`config.mk`:
```
export PLATFORM = sky130hd
export DESIGN_NAME = key_debounce
export DESIGN_NICKNAME = d
export VERILOG_FILES = /design/src/rtl/key_debounce_pkg.sv /design/src/rtl/sync_2ff.sv /design/src/rtl/key_debounce.sv
export SDC_FILE = /design/constraint.sdc
export NUM_CORES = 1
export LEC_CHECK = 0
export BUFFER_PORTS_ARGS = -buffer_cell sky130_fd_sc_hd__buf_4
export CORE_UTILIZATION = 56
export CTS_CLUSTER_DIAMETER = 200
export DETAILED_ROUTE_END_ITERATION = 12
export PLACE_DENSITY = 0.79
export SLEW_MARGIN = 30
export SYNTH_ARGS = -nofsm -noshare
export SYNTH_HDL_FRONTEND = slang
export SYNTH_HIERARCHICAL = 1
export SYNTH_SLANG_ARGS = --single-unit
```
`constraint.sdc`:
```
create_clock -name CLK -period 4.7 [get_ports CLK]
set_clock_uncertainty 0.1 [all_clocks]
set_input_delay 0.47 -clock CLK [delete_from_list [all_inputs] [get_ports CLK]]
set_output_delay 0.47 -clock CLK [all_outputs]
set_load 0.05 [all_outputs]
```
`src/rtl/key_debounce_pkg.sv`:
```
// Shared definitions for the key debounce input stage: FSM state encoding,
// default stability window and press-counter width.
package key_debounce_pkg;

  // Debounce FSM states. The two IDLE states hold a settled level. The two
  // WAIT states time a candidate change before it is accepted.
  typedef enum logic [1:0] {
    IDLE_LOW  = 2'd0,
    WAIT_HIGH = 2'd1,
    IDLE_HIGH = 2'd2,
    WAIT_LOW  = 2'd3
  } db_state_t;

  // Default number of consecutive synchronised cycles a new level must hold.
  localparam int unsigned DEFAULT_STABLE_CYCLES = 1000;

  // Width of the accepted-press counter.
  localparam int unsigned PRESS_CNT_W = 8;

  // Debounced level implied by a state: high while settled high or while
  // a fall is still being qualified.
  function automatic logic level_of(input db_state_t st);
    return (st == IDLE_HIGH) || (st == WAIT_LOW);
  endfunction

endpackage

```
`src/rtl/sync_2ff.sv`:
```
// 1-bit two-flop synchroniser. It brings an asynchronous level into the CLK
// domain. Reset is synchronous and active-high, and the reset value is 0.
// The module is shared with other input stages.
module sync_2ff (
  input  logic CLK,
  input  logic RST,
  input  logic d,
  output logic q
);

  logic sync1;

  // Two back-to-back flops. Only q may be used by downstream logic.
  always_ff @(posedge CLK) begin
    if (RST) begin
      sync1 <= 1'b0;
      q     <= 1'b0;
    end else begin
      sync1 <= d;
      q     <= sync1;
    end
  end

endmodule

```
`src/rtl/key_debounce.sv`:
```
// Key/switch debounce stage that feeds the D input of the downstream flop.
// The raw key level is synchronised, then filtered by a stability counter
// and a four-state FSM. The stage outputs a clean level and registered
// one-cycle RISE/FALL pulses.
// Optional feature: define KEY_DEBOUNCE_CNT_EN to build the 8-bit accepted
// press counter. When the macro is undefined, PRESS_CNT is tied to zero.
module key_debounce
  import key_debounce_pkg::*;
#(
  parameter int unsigned STABLE_CYCLES = DEFAULT_STABLE_CYCLES,
  parameter int unsigned CW            = 16
) (
  input  logic                   CLK,
  input  logic                   RST,
  input  logic                   KEY_IN,
  output logic                   D_OUT,
  output logic                   RISE,
  output logic                   FALL,
  output logic [PRESS_CNT_W-1:0] PRESS_CNT
);

  // The count value on which a candidate level is accepted.
  localparam logic [CW-1:0] LAST_CNT = CW'(STABLE_CYCLES - 1);

  logic          s;
  db_state_t     state;
  db_state_t     next_state;
  logic [CW-1:0] cnt;
  logic [CW-1:0] cnt_next;
  logic          rise_set;
  logic          fall_set;

  sync_2ff u_sync (
    .CLK (CLK),
    .RST (RST),
    .d   (KEY_IN),
    .q   (s)
  );

  // State, stability counter and edge-pulse registers. Reset wins over any
  // pending transition, so an interrupted WAIT never produces a pulse.
  always_ff @(posedge CLK) begin
    if (RST) begin
      state <= IDLE_LOW;
      cnt   <= '0;
      RISE  <= 1'b0;
      FALL  <= 1'b0;
    end else begin
      state <= next_state;
      cnt   <= cnt_next;
      RISE  <= rise_set;
      FALL  <= fall_set;
    end
  end

  // Next-state logic. Any return to the old level restarts qualification
  // from zero. The counter stops at LAST_CNT because acceptance leaves the
  // WAIT state, so no saturation logic is needed.
  always_comb begin
    next_state = state;
    cnt_next   = cnt;
    rise_set   = 1'b0;
    fall_set   = 1'b0;
    case (state)
      IDLE_LOW: begin
        if (s) begin
          next_state = WAIT_HIGH;
          cnt_next   = '0;
        end
      end
      WAIT_HIGH: begin
        if (!s) begin
          next_state = IDLE_LOW;
          cnt_next   = '0;
        end else if (cnt == LAST_CNT) begin
          next_state = IDLE_HIGH;
          cnt_next   = '0;
          rise_set   = 1'b1;
        end else begin
          cnt_next = cnt + CW'(1);
        end
      end
      IDLE_HIGH: begin
        if (!s) begin
          next_state = WAIT_LOW;
          cnt_next   = '0;
        end
      end
      WAIT_LOW: begin
        if (s) begin
          next_state = IDLE_HIGH;
          cnt_next   = '0;
        end else if (cnt == LAST_CNT) begin
          next_state = IDLE_LOW;
          cnt_next   = '0;
          fall_set   = 1'b1;
        end else begin
          cnt_next = cnt + CW'(1);
        end
      end
      default: begin
        next_state = IDLE_LOW;
        cnt_next   = '0;
      end
    endcase
  end

  // The debounced level is decoded directly from the state register, so it
  // changes on the same edge that launches the matching pulse.
  always_comb begin
    D_OUT = level_of(state);
  end

`ifdef KEY_DEBOUNCE_CNT_EN
  logic [PRESS_CNT_W-1:0] press_cnt_q;

  // Count accepted presses on the WAIT_HIGH to IDLE_HIGH edge. The count
  // wraps modulo 256.
  always_ff @(posedge CLK) begin
    if (RST) begin
      press_cnt_q <= '0;
    end else if (rise_set) begin
      press_cnt_q <= press_cnt_q + PRESS_CNT_W'(1);
    end
  end

  assign PRESS_CNT = press_cnt_q;
`else
  assign PRESS_CNT = '0;
`endif

endmodule

```
# Word-level counts from Yosys, hierarchy flattened
# Index checks and enable logic that the tools add are counted.
dict set report totals {
  regBits 22
  out_inout_bits 11
  wordCells 38
  inputBits 3
}
dict set report classes {
  add_sub_neg 1
  reduce_logical 6
  n_bitwise 3
  eq_ne 8
  n_mux 14
}
# op count
set op_table {}
lappend op_table {{$mux 16} 5}
lappend op_table {{$pmux 16 s4} 1}
lappend op_table {{$add 16x1->16 const B} 1}
lappend op_table {{$eq 16x10->1 const B} 1}
lappend op_table {{$mux 2} 6}
lappend op_table {{$pmux 2 s4} 1}
lappend op_table {{$reduce_or 3->1} 2}
lappend op_table {{$eq 2x2->1 const B} 2}
lappend op_table {{$reduce_and 4->1} 1}
lappend op_table {{$ne 3x2->1 const B} 1}
lappend op_table {{$ne 3x3->1 const B} 1}
lappend op_table {{$not 1->1} 3}
lappend op_table {{$eq 2x1->1 const B} 1}
lappend op_table {{$logic_not 2->1} 1}
lappend op_table {{$ne 2x1->1 const B} 1}
lappend op_table {{$ne 2x2->1 const B} 1}
lappend op_table {{$reduce_and 2->1} 1}
lappend op_table {{$logic_or 1x1->1} 1}
lappend op_table {{$mux 1} 1}

# Logic depth before layout (Yosys ltp)
# Gate-level depths: netlist (run 1).
dict set report depth {
  depth_word 4
  mapped_depth 8
  ltp_nobuf 6
}

# Modules after synthesis
# The synthesis (run 1) kept the hierarchy.
# mod seq_area_each_um2 cells_per_inst instances area_each_um2
set modules_own_cells {}
lappend modules_own_cells {key_debounce 400.4 129 1 1068.5}
lappend modules_own_cells {sync_2ff 40.0 4 1 52.6}

# Least setup slack after synthesis (run 1)
# OpenSTA, ideal clock, no wires.
dict set report synth_timing {
  kind {reg-to-reg}
  from {register cnt[0]}
  to {register cnt[14]}
  required_time_ns 4.526
  path_stages_with_launch 9
  n_path_buf 2
  period_less_slack_ns 1.886
  t_arrival_ns 1.712
  path_slack_ns 2.814
  setup_time_ns 0.074
  path_cell_list {dfxtp_1 ha_1 nor4bb_1 and4_1 buf_6 or2_1 buf_6 o31a_1 a31oi_1}
}
dict set report synth_via {
  elab_chain_cells 4
  elab_cells_between_ends 6
  cone_classes {1 x add/sub; 1 x eq/ne; 4 x mux}
}
# item line
set synth_rtl {}
lappend synth_rtl {{start: declaration} key_debounce.sv:28} ;# logic [CW-1:0] cnt;
lappend synth_rtl {{start signal: assignment} key_debounce.sv:50} ;# cnt <= cnt_next;
lappend synth_rtl {{$add 16x1->16 / $eq 16x10->1 (equally long branches)} n/a}
lappend synth_rtl {{$mux 16 (*)} {key_debounce.sv:75, key_debounce.sv:93}}
lappend synth_rtl {{$mux 16 (on tied branches)} {key_debounce.sv:90, key_debounce.sv:72}}
lappend synth_rtl {{$pmux 16 s4 (*)} key_debounce.sv:64} ;# case (state)
# Every way passes the cells marked *; elsewhere a longest branch is shown, timed or not.
# A chain may end at the register's enable or synchronous reset.

# Worst setup path in the final report (run 1)
dict set report layout_timing {
  from {register cnt[0]}
  to {register cnt[6]}
}
# The elaborated chain is that of the path after synthesis.

==> summary.txt, run 1 <==
Bufs on Longest Clock Path - 2
Post-CTS Resized - 0
share of layout cells above drive strength 1 - 0.132
via count - 932
Overflow after GRT - 0
first drt pass iteration count - 4
Placed Area - 1120 um2
WL per Instance - 12.9 um
Filler cells - 163
mux cell area share after synthesis - 0.0179
# diodes - 0
Synth warnings - 6
Top Ports - 14
CTS buffer count - 3
FMAX - 434 MHz
CTS tree - yes
Slew Limit Fails - 0
Crit. End Element - register
cell area after layout - 1160 um2
most frequent cells in the layout - dfxtp_1 (22), nand2_1 (11), nor2_1 (10)
CTS clock-pin slew for the worst setup and hold paths - 0.12 ns
Die ar. - 2180 um2
core area - 1800 um2
syn avg cell area - 8.43 um2
Placer Congestion - 0.859
Nets - 141
RSZ-0062 raised after global routing - false
Skew-Pair Late Insertion Delay - 0.31 ns
H-tree depth - 1
hold buffers post-CTS - 0
leak pwr - 0.421 nW
pre-CTS WS - 2.45 ns
Cell Area, Synth - 1120 um2
final worst-path cycle share - 0.491
final setup fails - 0
Pint - 0.241 mW
Psw - 0.0798 mW
Worst-Margin Slew - 0.840 ns
effective utilization at floorplan - 0.622
largest family of logic cells by synthesized area - simple AND/OR/NAND/NOR gates
DRT antenna net count - 0
PnR worst setup slack - 2.39 ns
commonest non-fill, non-tap cell in the layout - dfxtp_1
routed vias/inst - 5.79
Worst EP arrival - 2.45 ns
slew margin rel. - 0.438
Syn Inst Count - 133
outcome - finished, final reports clean
Global Route Usage Sum - 0.212
PortBufs - 5
Reg area - 440 um2
first-pass GRT wire length - 3290 um
complex-gate fraction of the synthesized area - 0.175
Synth Area in Adders - 0.0112
critical-path maximum fanout - 14
Clock Sinks - 22
Final Critical Period - 2.31 ns
Synth Flop Type - dfxtp_1
Post-synth EDFFs - 0
multi-input logic area - 589 um2
die width - 46.7 um
Clk pwr share - 0.326
# rows - 15
drt drc - 0
post-synthesis cell type count - 40
Max-Cap Viols - 0
vias in the first global route - 777
Worst EP required - 4.85 ns
synth-to-layout area growth - 3.24%
startpoint types - register
Synth Area in Simple Gates - 0.268
switching fraction of total power - 0.249
setup total negative slack - 0 ns
HPWL after DPL - 1500 um
initial antenna violation count - 0
wirelength, routed - 2080 um
placed cells - 157
Fin. Hold Viols - 0
sequential element share of the synthesized area - 0.393
Hold Path Class - input port to register
PD cells - 277 nW/um2
logic gate share of total power - 0.082
XOR/XNOR share of the synthesized area - 0.0223
First DRT Iteration DRCs - 35
Worst VDD drop - 0.000215 V
final std cells w/o fill - 161
largest net degree at the start of global routing - 15
sequential power share - 0.592
Yosys reg bits - 22
Root Buffer - clkbuf_4
Die Y - 46.7 um
Setup Crit Path Kind - register to register
Post-CTS Setup Bufs - 0
Post-synth ARST share - 0
==> cells in the mapped netlist (4+ instances only) <==
cell type	n	share of area
nand2_1	11	0.037
a21oi_1	8	0.036
nand3_1	5	0.022
nor2_1	10	0.033
nor3_1	5	0.022
o21ai_0	6	0.027
a31oi_1	4	0.022
or3_2	4	0.027
inv_1	6	0.020
buf_4	8	0.054
dfxtp_1	22	0.39
==> kinds of logic after synthesis <==
family / Yosys count
AO/OA/AOI/OAI: 31
buffers and inverters: 19
AND/OR/NAND/NOR: 55
multiplexers: 2
XOR/XNOR: 2
other: 1
adder cells (fa/ha/maj): 1
flip-flops: 22
==> per-stage QoR <==
stage / hold WS, ns / util / total power [mW]
3_5_place_dp: 0.325 / 0.619 / 0.220
3_3_place_gp: 0.319 / 0.619 / 0.220
5_1_grt: 0.265 / 0.642 / 0.331
4_1_cts: 0.267 / 0.640 / 0.322
6_report: 0.276 / 0.642 / 0.321
2_1_floorplan: 0.314 / - / 0.221
==> area by class of cell <==
cell class / count / share of cell area
Clock buffer: 4 / 0.0314
Inverter: 6 / 0.0195
Multi-Input combinational cell: 99 / 0.509
Sequential cell: 22 / 0.381
Tap cell: 25 / 0.0270
Timing Repair Buffer: 5 / 0.0324
==> metal layers <==
metal,global-route usage,wire length (um),up-vias
met4,0.103,47,0
met3,0.0346,126,7
li1,-,-,463
met5,0,0,-
met2,0.328,935,39
met1,0.289,965,423
==> path summary, 6_finish.rpt <==
| path | from | endpoint | slack [ns] | cells past startpoint |
|---|---|---|---|---|
| max | cnt[0] | cnt[6] | 2.39 | 6 |
| min | RST | u_sync/q | 0.28 | 2 |
| min reg2reg | u_sync/sync1 | u_sync/q | 0.35 | 1 |
| max reg2reg | cnt[0] | cnt[6] | 2.39 | 6 |
==> worst max-delay path, cell delays in order, from the launching register on <==
cell and delay, ns:
dfxtp_1 0.37, ha_1 0.27, nor4bb_1 0.16, and4_1 0.27
nor2_1 0.68, o21ai_0 0.19, a31oi_1 0.20
==> sequential cells by signal, indices dropped and copies added, names as in the netlist, named ones only <==
name / count
FALL: 1
RISE: 1
cnt: 16
state: 1
u_sync/q: 1
u_sync/sync1: 1
==> power groups by stage <==
stage                     Clock, mW  Sequential [mW]  Combinational, mW
after CTS                     0.106            0.190             0.0260
after global routing          0.113            0.190             0.0279
final                         0.105            0.190             0.0263
after global placement            0            0.194             0.0258
after detailed placement          0            0.194             0.0260
after floorplan                   0            0.194             0.0275
Power figures use the tool's default switching activity.
==> inputs of run 2 (changes only) <==
--- a/config.mk
+++ b/config.mk
@@ -6,10 +6,10 @@
 export NUM_CORES = 1
 export LEC_CHECK = 0
 export BUFFER_PORTS_ARGS = -buffer_cell sky130_fd_sc_hd__buf_4
-export CORE_UTILIZATION = 56
+export CORE_UTILIZATION = 55
 export CTS_CLUSTER_DIAMETER = 200
 export DETAILED_ROUTE_END_ITERATION = 12
-export PLACE_DENSITY = 0.79
+export PLACE_DENSITY = 0.78
 export SLEW_MARGIN = 30
 export SYNTH_ARGS = -nofsm -noshare
 export SYNTH_HDL_FRONTEND = slang
==> constraint.sdc (replaced) <==
create_clock -name CLK -period 2.37 [get_ports CLK]
set_clock_uncertainty 0.1 [all_clocks]
set_input_delay 0.237 -clock CLK [delete_from_list [all_inputs] [get_ports CLK]]
set_output_delay 0.237 -clock CLK [all_outputs]
set_load 0.05 [all_outputs]
==> summary.txt, run 2 (synthesized netlist as in run 1, its figures left out) <==
commonest non-fill, non-tap cell in the layout - dfxtp_1 (unchanged)
critical-path maximum fanout - 9 (was 14)
wirelength, routed - 2020 um (was 2080 um)
final setup fails - 0 (unchanged)
slew margin rel. - 0.665 (was 0.438)
# diodes - 0 (unchanged)
HPWL after DPL - 1510 um (was 1500 um)
Global Route Usage Sum - 0.207 (was 0.212)
FMAX - 472 MHz (was 434 MHz)
Overflow after GRT - 0 (unchanged)
CTS buffer count - 3 (unchanged)
CP max stage delay - 0.41 ns (was 0.68 ns)
worst path bufs/invs - 0 (unchanged)
via count - 916 (was 932)
Worst EP required - 2.47 ns (was 4.85 ns)
Reg with most FFs - cnt (unchanged)
startpoint types - register (unchanged)
leak pwr - 0.424 nW (was 0.421 nW)
crit-path leading delay family - simple AND/OR/NAND/NOR gates (unchanged)
core area - 1820 um2 (was 1800 um2)
vias in the first global route - 719 (was 777)
PortBufs - 5 (unchanged)
most frequent cells in the layout - dfxtp_1 (22), nand2_1 (11), nor2_1 (9) (was dfxtp_1 (22), nand2_1 (11), nor2_1 (10))
first-pass GRT wire length - 3230 um (was 3290 um)
die width - 47.1 um (was 46.7 um)
Max-Cap Viols - 0 (unchanged)
Skew-Pair Late Insertion Delay - 0.29 ns (was 0.31 ns)
max FFs per register - 16 (unchanged)
CTS clock-pin slew for the worst setup and hold paths - 0.11 ns (was 0.12 ns)
CTS tree - yes (unchanged)
share of layout cells above drive strength 1 - 0.139 (was 0.132)
Placer Congestion - 0.843 (was 0.859)
Filler cells - 178 (was 163)
largest net degree at the start of global routing - 15 (unchanged)
effective utilization at floorplan - 0.616 (was 0.622)
drt drc - 0 (unchanged)
max layer used - met4 (unchanged)
# rows - 15 (unchanged)
Worst EP arrival - 2.22 ns (was 2.45 ns)
Worst VDD drop - 0.000446 V (was 0.000215 V)
initial antenna violation count - 0 (unchanged)
multi-input logic area - 587 um2 (was 589 um2)
WL met3 - 93 um (was 126 um)
First DRT Iteration DRCs - 22 (was 35)
first drt pass iteration count - 4 (unchanged)
DRT met1 WL - 962 um (was 965 um)
Worst-Margin Slew - 0.497 ns (was 0.840 ns)
WL per Instance - 12.5 um (was 12.9 um)
total power - 0.626 mW (was 0.321 mW)
Final Critical Period - 2.12 ns (was 2.31 ns)
PD cells - 538 nW/um2 (was 277 nW/um2)
Crit. End Element - register (unchanged)
Root Buffer - clkbuf_4 (unchanged)
slowest CP cell - dfxtp_1 (was nor2_1)
Bufs on Longest Clock Path - 2 (unchanged)
Post-CTS Setup Bufs - 0 (unchanged)
Die Y - 47.1 um (was 46.7 um)
metal2 WL - 945 um (was 935 um)
Die ar. - 2220 um2 (was 2180 um2)
DRT antenna net count - 0 (unchanged)
H-tree depth - 1 (unchanged)
Placed Area - 1120 um2 (about the same)
Setup Crit Path Kind - register to register (unchanged)
setup total negative slack - 0 ns (unchanged)
outcome - finished, final reports clean (unchanged)
Clock Sinks - 22 (unchanged)
Hold Path Class - input port to register (unchanged)
routed vias/inst - 5.65 (was 5.79)
synth-to-layout area growth - 3.68% (was 3.24%)
cell area after layout - 1160 um2 (about the same)
Fin. Hold Viols - 0 (unchanged)
Reg area - 440 um2 (unchanged)
Top Ports - 14 (unchanged)
RSZ-0062 raised after global routing - false (unchanged)
hold buffers post-CTS - 0 (unchanged)
Slew Limit Fails - 0 (unchanged)
final worst-path cycle share - 0.893 (was 0.491)
Nets - 142 (was 141)
crit-path cells - ha_1 -> nor4bb_1 -> and4_1 -> or2_1 -> o21ai_0 -> a21o_1 (was ha_1 -> nor4bb_1 -> and4_1 -> nor2_1 -> o21ai_0 -> a31oi_1)
-- run 2: cell types whose count changed in the layout (fill, tap and decap cells not counted) --
cell / before / now
nor3_2: 1 / 0
nor3_1: 4 / 5
nor2_2: 0 / 1
buf_4: 5 / 6
nor2_1: 10 / 9
-- run 2: per-stage QoR --
step / util / cells / hold WS (ns) / setup WS, ns
final: 0.638 / 162 / 0.0528 / 0.253
after detailed placement: 0.617 / 158 / 0.333 / 0.179
after global routing: 0.638 / 162 / 0.0399 / 0.0532
after global placement: 0.617 / 158 / 0.328 / 0.271
after CTS: 0.637 / 162 / 0.0486 / 0.139
after floorplan: - / 140 / 0.209 / 0.484
-- run 2: area by class of cell --
type                    instances  share of cell area
clock buffers                   4              0.0312
multi-input cells              99               0.505
flip-flops and latches         22               0.379
repair buffers                  6              0.0388
inverters                       6              0.0194
well taps                      25              0.0269
-- run 2: worst reg2reg max path, stage by stage (launching register included) --
cell and delay, ns:
dfxtp_1 0.41, ha_1 0.22, nor4bb_1 0.28, and4_1 0.40, or2_1 0.31, o21ai_0 0.14, a21o_1 0.18
-- run 2: repair_timing --
item                                    4_1_cts  5_1_grt
hold endpoints to repair                      0        0
endpoints found under the setup margin        0        2
gates resized for setup                       0        1
-- run 2: power breakdown --
group / total (mW) / switching, mW / internal, mW
combinational: 0.0537 / 0.0421 / 0.0116
sequential: 0.376 / 0.00307 / 0.373
clock: 0.196 / 0.103 / 0.0934
total: 0.626 / 0.148 / 0.478
-- run 2: worst paths after layout --
check,depth (start not counted),startpoint,to,slack (ns)
worst max-delay path,6,cnt[0],cnt[9],0.25
worst min-delay path,2,RST,cnt[0],0.05
worst max register to register,6,cnt[0],cnt[9],0.25
worst min register to register,1,u_sync/sync1,u_sync/q,0.36
-- run 2: per-layer routing --
layer | global-route usage | up-vias
met4 | 0.0800 | 0
met5 | 0 | -
met1 | 0.287 | 422
li1 | - | 464
met3 | 0.0385 | 2
met2 | 0.319 | 28
==> inputs of run 3 (changes only) <==
--- a/config.mk
+++ b/config.mk
@@ -6,6 +6,7 @@
 export NUM_CORES = 1
 export LEC_CHECK = 0
 export BUFFER_PORTS_ARGS = -buffer_cell sky130_fd_sc_hd__buf_4
+export CORE_ASPECT_RATIO = 1.25
 export CORE_UTILIZATION = 55
 export CTS_CLUSTER_DIAMETER = 200
 export DETAILED_ROUTE_END_ITERATION = 12
==> summary.txt, run 3 (synthesized netlist as in run 1, its figures left out) <==
outcome - finished, final reports clean (unchanged)
CP startpoint - cnt[0] (unchanged)
largest net degree at the start of global routing - 15 (unchanged)
CTS clock-pin slew for the worst setup and hold paths - 0.13 ns (was 0.11 ns)
initial antenna violation count - 0 (unchanged)
die width - 42.4 um (was 47.1 um)
first drt pass iteration count - 4 (unchanged)
commonest non-fill, non-tap cell in the layout - dfxtp_1 (unchanged)
crit-path cells - ha_1 -> nor4bb_1 -> and4_1 -> or2_1 -> o21ai_0 -> a21o_1 (unchanged)
Worst EP arrival - 2.33 ns (was 2.22 ns)
core area - 1830 um2 (was 1820 um2)
RSZ-0062 raised after global routing - false (unchanged)
setup total negative slack - 0 ns (unchanged)
CTS tree - yes (unchanged)
Hold Path Class - input port to register (unchanged)
Nets - 142 (unchanged)
drt drc - 0 (unchanged)
DRT antenna net count - 0 (unchanged)
Top Ports - 14 (unchanged)
wirelength, routed - 2060 um (was 2020 um)
Clock Sinks - 22 (unchanged)
CP Depth - 6 (unchanged)
Placer Congestion - 0.829 (was 0.843)
total power - 0.721 mW (was 0.626 mW)
r2r setup slk - 0.16 ns (was 0.25 ns)
final setup fails - 0 (unchanged)
Worst EP required - 2.50 ns (was 2.47 ns)
Die ar. - 2220 um2 (about the same)
Min-Delay Path Depth - 2 (unchanged)
Bufs on Longest Clock Path - 2 (unchanged)
effective utilization at floorplan - 0.613 (was 0.616)
# diodes - 0 (unchanged)
max FFs per register - 16 (unchanged)
Max-Cap Viols - 0 (unchanged)
share of layout cells above drive strength 1 - 0.139 (unchanged)
# rows - 17 (was 15)
routed vias/inst - 5.79 (was 5.65)
Post-CTS Setup Bufs - 0 (unchanged)
FMAX - 453 MHz (was 472 MHz)
startpoint types - register (unchanged)
slew margin rel. - 0.648 (was 0.665)
Global Route Usage Sum - 0.204 (was 0.207)
Skew-Pair Late Insertion Delay - 0.32 ns (was 0.29 ns)
worst path bufs/invs - 0 (unchanged)
CP endpoint - cnt[9] (unchanged)
hold_sp - RST (unchanged)
Crit. End Element - register (unchanged)
via count - 903 (was 916)
leak pwr - 0.431 nW (was 0.424 nW)
most frequent cells in the layout - dfxtp_1 (22), nand2_1 (11), nor2_1 (9) (unchanged)
Fin. Hold Viols - 0 (unchanged)
Final Critical Period - 2.21 ns (was 2.12 ns)
synth-to-layout area growth - 4.46% (was 3.68%)
First DRT Iteration DRCs - 20 (was 22)
Reg with most FFs - cnt (unchanged)
Slew Limit Fails - 0 (unchanged)
crit-path leading delay family - simple AND/OR/NAND/NOR gates (unchanged)
hold buffers post-CTS - 0 (unchanged)
H-tree depth - 1 (unchanged)
worst flop-to-flop path startpoint - cnt[0] (unchanged)
reg2reg path depth - 6 (unchanged)
Worst VDD drop - 0.000636 V (was 0.000446 V)
Die Y - 52.5 um (was 47.1 um)
Setup Crit Path Kind - register to register (unchanged)
Overflow after GRT - 0 (unchanged)
WL per Instance - 13.2 um (was 12.5 um)
PD cells - 616 nW/um2 (was 538 nW/um2)
PortBufs - 5 (unchanged)
CTS buffer count - 3 (unchanged)
Root Buffer - clkbuf_4 (unchanged)
r2r endpoint - cnt[9] (unchanged)
first-pass GRT wire length - 3310 um (was 3230 um)
Filler cells - 157 (was 178)
slowest CP cell - dfxtp_1 (unchanged)
vias in the first global route - 794 (was 719)
critical-path maximum fanout - 9 (unchanged)
HPWL after DPL - 1510 um (about the same)
CP max stage delay - 0.40 ns (was 0.41 ns)
Worst-Margin Slew - 0.527 ns (was 0.497 ns)
final worst-path cycle share - 0.931 (was 0.893)
run 3: cell count changes in the layout (fill, tap and decap cells not counted), sizes merged:
cell    change
bufinv      +1
clkbuf      -1
run 3: metal layers:
metal / global-route usage / vias to the layer above / wire length [um]
li1: - / 465 / -
met1: 0.224 / 395 / 891
met2: 0.356 / 36 / 999
met3: 0.0414 / 7 / 119
met4: 0.125 / 0 / 48
met5: 0 / - / 0
run 3: metrics by stage:
step | utilization | cell area (um2) | setup slack, ns | hold slack [ns] | instances
2_1_floorplan | - | 1150 | 0.484 | 0.209 | 140
3_3_place_gp | 0.610 | 1120 | 0.264 | 0.330 | 152
3_5_place_dp | 0.610 | 1120 | 0.136 | 0.348 | 152
4_1_cts | 0.639 | 1170 | 0.108 | 0.0194 | 156
5_1_grt | 0.640 | 1170 | 0.0752 | 0.0191 | 156
6_report | 0.640 | 1170 | 0.163 | 0.0211 | 156
run 3: how the worst min path moves through the flow:
| stage | endpoint | slack [ns] |
|---|---|---|
| 2_1_floorplan | u_sync/q | 0.21 |
| 3_3_place_gp | u_sync/q | 0.33 |
| 3_5_place_dp | u_sync/q | 0.35 |
| 4_1_cts | u_sync/sync1 | 0.02 |
| 5_1_grt | u_sync/sync1 | 0.02 |
| 6_report | register | 0.02 |
run 3: report_power, final:
group | switching (mW) | leakage, nW | internal, mW
clock network | 0.120 | 0.0279 | 0.171
logic | 0.0418 | 0.226 | 0.0116
registers | 0.00323 | 0.178 | 0.373
total | 0.165 | 0.431 | 0.556
run 3: layout make-up:
cell class,instances,area [um2],share of cell area
flip-flops and latches,22,440,0.376
clock buffers,3,22.5,0.0192
inverters,6,22.5,0.0192
multi-input cells,99,587,0.501
repair buffers,6,45.0,0.0385
well taps,19,23.8,0.0203
clock inverters,1,30.0,0.0256
run 3: what timing repair did:
item,4_1_cts,5_1_grt
endpoints found under the setup margin,0,2
gates resized for setup,0,1
endpoints found under the hold margin,0,0
